`config.mk`:
```
export PLATFORM = sky130hd
export DESIGN_NAME = muldiv
export DESIGN_NICKNAME = d
export VERILOG_FILES = /design/src/rtl/muldiv.sv
export SDC_FILE = /design/constraint.sdc
export NUM_CORES = 1
export LEC_CHECK = 0
export ABC_AREA = 1
export BUFFER_PORTS_ARGS = -buffer_cell sky130_fd_sc_hd__buf_2
export CORE_ASPECT_RATIO = 0.75
export CORE_MARGIN = 2
export CORE_UTILIZATION = 40
export DETAILED_ROUTE_END_ITERATION = 10
export PLACE_DENSITY = 0.66
export SYNTH_ARGS = -nofsm -noshare
export SYNTH_HDL_FRONTEND = slang
export SYNTH_SLANG_ARGS = --single-unit
```
`constraint.sdc`:
```
create_clock -name i_clk -period 4.3 [get_ports i_clk]
set_clock_uncertainty 0.05 [all_clocks]
set_input_delay 0.215 -clock i_clk [delete_from_list [all_inputs] [get_ports i_clk]]
set_output_delay 0.215 -clock i_clk [all_outputs]
set_load 0.05 [all_outputs]
```
`src/rtl/muldiv.sv`:
```
// muldiv: iterative MULT/MULTU/DIV/DIVU unit owning the HI/LO register pair
module muldiv #(
    parameter int WIDTH = 32
) (
    input  logic             i_clk,
    input  logic             i_rst,
    input  logic             i_start,
    input  logic [2:0]       i_op,
    input  logic [WIDTH-1:0] i_a,
    input  logic [WIDTH-1:0] i_b,
    output logic [WIDTH-1:0] o_hi,
    output logic [WIDTH-1:0] o_lo,
    output logic             o_busy,
    output logic             o_done
);
    localparam int CW = $clog2(WIDTH);
    typedef enum logic [1:0] {IDLE, CALC, FIX} state_t;
    state_t                 r_state, w_next;
    logic [CW-1:0]          r_cnt;
    logic [2*WIDTH-1:0]     r_acc;
    logic [WIDTH:0]         r_rem;
    logic [WIDTH-1:0]       r_opd, r_hi, r_lo;
    logic                   r_div, r_neg_q, r_neg_r, r_busy, r_done;
    logic                   w_go, w_last, w_sgn;
    logic [WIDTH-1:0]       w_ma, w_mb, w_remv;
    logic [WIDTH:0]         w_sum;
    logic [WIDTH+1:0]       w_sh, w_diff;
    logic [2*WIDTH-1:0]     w_prod;
    assign w_go   = r_state == IDLE && i_start && !i_op[2];
    assign w_last = r_cnt == CW'(WIDTH - 1);
    assign w_sgn  = !i_op[0];
    assign w_ma   = (w_sgn && i_a[WIDTH-1]) ? -i_a : i_a;
    assign w_mb   = (w_sgn && i_b[WIDTH-1]) ? -i_b : i_b;
    // multiply step: add multiplicand into the upper half, keep the carry
    assign w_sum  = {1'b0, r_acc[2*WIDTH-1:WIDTH]} + {1'b0, r_opd};
    // divide step: shift next dividend bit into the partial remainder, trial subtract
    assign w_sh   = {r_rem, r_acc[WIDTH-1]};
    assign w_diff = w_sh - {2'b0, r_opd};
    // low bits of a 2W negation depend only on low bits, so the quotient reuses this path
    assign w_prod = r_neg_q ? -r_acc : r_acc;
    assign w_remv = r_neg_r ? -r_rem[WIDTH-1:0] : r_rem[WIDTH-1:0];
    assign o_hi   = r_hi;
    assign o_lo   = r_lo;
    assign o_busy = r_busy;
    assign o_done = r_done;
    // state register plus registered busy/done handshake
    always_ff @(posedge i_clk) begin
        r_state <= i_rst ? IDLE : w_next;
        r_busy  <= !i_rst && w_next != IDLE;
        r_done  <= !i_rst && r_state == FIX;
    end
    // next state: CALC runs exactly WIDTH iterations before the sign fix-up
    always_comb begin
        w_next = IDLE;
        w_next = r_state == IDLE ? (w_go ? CALC : IDLE) :
                 r_state == CALC ? (w_last ? FIX : CALC) : IDLE;
    end
    // datapath: operand latch, shift-add / restoring divide, result write-back
    always_ff @(posedge i_clk) begin
        if (i_rst) begin
            r_cnt   <= '0;
            r_acc   <= '0;
            r_rem   <= '0;
            r_opd   <= '0;
            r_hi    <= '0;
            r_lo    <= '0;
            r_div   <= 1'b0;
            r_neg_q <= 1'b0;
            r_neg_r <= 1'b0;
        end else if (r_state == IDLE) begin
            if (w_go) begin
                r_cnt   <= '0;
                r_div   <= i_op[1];
                r_rem   <= '0;
                r_opd   <= i_op[1] ? w_mb : w_ma;
                r_acc   <= {{WIDTH{1'b0}}, i_op[1] ? w_ma : w_mb};
                r_neg_q <= w_sgn && (i_a[WIDTH-1] ^ i_b[WIDTH-1]) && !(i_op[1] && i_b == '0);
                r_neg_r <= w_sgn && i_a[WIDTH-1];
            end
            if (i_start && i_op == 3'd4) r_hi <= i_a;
            if (i_start && i_op == 3'd5) r_lo <= i_a;
        end else if (r_state == CALC) begin
            r_cnt <= r_cnt + 1'b1;
            if (r_div) begin
                r_rem              <= w_diff[WIDTH+1] ? w_sh[WIDTH:0] : w_diff[WIDTH:0];
                r_acc[WIDTH-1:0]   <= {r_acc[WIDTH-2:0], !w_diff[WIDTH+1]};
            end else begin
                r_acc <= r_acc[0] ? {w_sum, r_acc[WIDTH-1:1]} : {1'b0, r_acc[2*WIDTH-1:1]};
            end
        end else begin
            r_lo <= w_prod[WIDTH-1:0];
            r_hi <= r_div ? w_remv : w_prod[2*WIDTH-1:WIDTH];
        end
    end
endmodule
```
==> impl_metrics.env <==
export IMPL_holdWs_ns=0.03957
export IMPL_maxCapViolCount=0
export IMPL_yosys_area_top_type_share=0.2112
export IMPL_cts_root_buffer="clkbuf_16"
export IMPL_hold_violations=0
export IMPL_drv_slew=0
export IMPL_gr_total_overflow=0
export IMPL_grt_pass1_wl_um=133400
export IMPL_nFillCells=5234
export IMPL_syn_area_mm2=0.01943
export IMPL_io_buffers=135
export IMPL_multi_input_area_mm2=0.01313
export IMPL_numCtsBuffers=23
export IMPL_cts_tree="done"
export IMPL_p_per_area_mw_per_mm2=301.8
export IMPL_wire_per_inst_um=21.85
export IMPL_tightest_slew_ns=1.104
export IMPL_yosysSeqAreaShare=0.2112
export IMPL_grt_max_degree=80
export IMPL_critPathRequiredTime_ns=4.65
export IMPL_syn2layout_area_growth_pct=10.18
export IMPL_regArea_mm2=0.004105
export IMPL_hp_class="in2reg"
export IMPL_cp_start_kind="flop"
export IMPL_period_share=0.7281
export IMPL_syn_nets=3551
export IMPL_crit_top_cell="nand2_1"
export IMPL_antenna_found_initial=4
export IMPL_drive_gt1_frac=0.08405
export IMPL_slew_headroom=0.2634
export IMPL_period_minus_slack_ns=3.131
export IMPL_synth_cell_type_count=52
export IMPL_path_cells="inv_1 -> ha_1 -> inv_1 -> fa_1 -> nand2_1 -> nand2_1 -> nand3_1 -> nand2_1 -> nand2_1 -> nand2_1 -> nand2_1 -> nand2_1 -> nand2_1 -> nand2_1 -> nand3_1 -> nand3_1 -> a21oi_1"
export IMPL_worstPathArrival_ns=3.48
export IMPL_fin_util=0.4492
export IMPL_hpwl_um=72880
export IMPL_rows=69
export IMPL_cts_max_level=1
export IMPL_synthTopCellsByArea="dfxtp_1 21%, nand2_1 18%, nand3_1 9.7%, inv_1 7.9%, a21oi_1 7.6%"
export IMPL_ys_warn_count=0
export IMPL_worstPathMaxFanout=5
export IMPL_clkLatencyLatePin_ns=0.56
export IMPL_viasPerCell=5.810
export IMPL_die_w_um=258.5
export IMPL_path_class="reg2reg"
export IMPL_fmax_mhz=319.4
export IMPL_postSynthCellCount=3409
export IMPL_wl_um=90120
export IMPL_cpMaxStageDelayCell="dfxtp_1"
export IMPL_gp_congestion=1.073
export IMPL_start_util=0.4077
export IMPL_track_usage=0.3468
export IMPL_io_pins=136
export IMPL_cts_sinks=205
export IMPL_antennaDiodeCount=0
export IMPL_synth_area_leader_cell="dfxtp_1"
export IMPL_setup_viol=0
export IMPL_leakage_nw=10.32
export IMPL_layout_common_cells="919 x nand2_1, 408 x inv_1, 378 x nand3_1, 367 x nor2_1, 294 x a21oi_1"
export IMPL_drc=0
export IMPL_final_common_cell="nand2_1"
export IMPL_cts_buffer_depth=3
export IMPL_grt_pass1_vias=20660
export IMPL_core_area_mm2=0.04766
export IMPL_irDropWorstVdd_uv=257.5
export IMPL_tns_ns=0
export IMPL_vias=23970
export IMPL_clk_pin_slew_ns=0.07
export IMPL_die_h_um=194.9
export IMPL_r2r_slack_ns=1.17
export IMPL_setup_worst_path_end_class="flop"
export IMPL_nets=3611
export IMPL_detail_route_iter0_violations=3782
export IMPL_syn_avg_cell_area_um2=5.699
export IMPL_status="completed"
export IMPL_ant_nets=0
export IMPL_drtPass1Iterations=6
export IMPL_rsz0062_at_grt="no"
export IMPL_cts_setup_buffers=0
export IMPL_cp_slowest_stage_delay_ns=0.43
export IMPL_synth_seq_cells=205
export IMPL_dieArea_mm2=0.05037
-- flip-flops by register name, indices dropped and copies added (netlist names) --
| register | flops |
|---|---|
| o_busy | 1 |
| o_done | 1 |
| o_hi | 32 |
| o_lo | 32 |
| r_acc | 64 |
| r_cnt | 5 |
| r_div | 1 |
| r_neg_q | 1 |
| r_neg_r | 1 |
| r_opd | 32 |
| r_rem | 33 |
| r_state | 2 |
-- repair_timing --
action	4_1_cts	5_1_grt
hold buffers	5	0
resized for setup	0	0
hold endpoints to repair	8	0
-- logic make-up after synthesis --
kind of cell | after synthesis | synth area share
fa+ha+maj | 72 | 0.04714
buf+inv | 562 | 0.1138
xor+xnor | 66 | 0.02975
flops | 205 | 0.2112
simple gates | 1832 | 0.4064
compound gates | 672 | 0.1917
-- layout make-up --
class | instances | area share
Sequential cell | 205 | 0.1918
Clock buffer | 30 | 0.02952
Inverter | 426 | 0.07476
Timing Repair Buffer | 171 | 0.04477
Tap cell | 639 | 0.03735
Clock inverter | 12 | 0.008534
Multi-Input combinational cell | 2642 | 0.6133
-- cell usage after synthesis (all sizes together) --
cell and instances:
o221ai 9, o22ai 6, nand3 391, a211oi 2, buf 60, clkbuf 76
o2111ai 1, nor4 7, nor2 392, o211ai 32, a22oi 11, nand2 936
xnor2 24, a21oi 295, a31oi 16, and2 8, ha 70, a2111oi 1
o21bai 2, and3 3, o21a 8, or2 10, nor3 35, nand3b 17
xor2 42, dfxtp 205, nand4 33, o31ai 2, inv 423, fa 2
o311ai 1, a21o 6, a221oi 31, clkinv 3, o21ai 249
-- path summary, 6_finish.rpt --
check | startpoint | end | cells past startpoint
worst max-delay path | r_acc[31] | r_rem[28] | 17
worst min-delay path | i_a[7] | o_hi[7] | 3
worst max register to register | r_acc[31] | r_rem[28] | 17
worst min register to register | o_lo[16] | o_lo[16] | 2
-- routing by layer --
metal	routed length (um)	GRT usage
met1	39550	0.5278
met2	32980	0.4422
met3	15030	0.1304
met4	2520	0.08778
met5	50	0
-- power breakdown --
| group | switching [mW] | internal [mW] | total (mW) | leakage [nW] |
|---|---|---|---|---|
| logic | 1.52 | 0.572 | 2.09 | 8.27 |
| clock network | 0.928 | 1.29 | 2.22 | 0.388 |
| registers | 0.172 | 1.98 | 2.16 | 1.67 |
-- metrics by stage --
step	setup slack (ns)	instance area (um2)	power, mW	cells
final	1.169	21410	6.461	4125
after global routing	1.030	21410	6.682	4125
after CTS	1.360	21410	6.336	4125
after detailed placement	1.370	20540	4.158	4078
after global placement	1.324	20540	4.169	4078
after floorplan	2.131	19430	3.482	3409
-- worst max-delay path, delay by kind of cell (launching register included) --
family / cells / cell delay, ns
AOI/OAI and AO/OA: 1 / 0.06
adders and majority gates: 2 / 0.69
buffers and inverters: 2 / 0.41
DFF: 1 / 0.43
and+or+nand+nor: 12 / 1.34
Power figures use the tool's default switching activity.
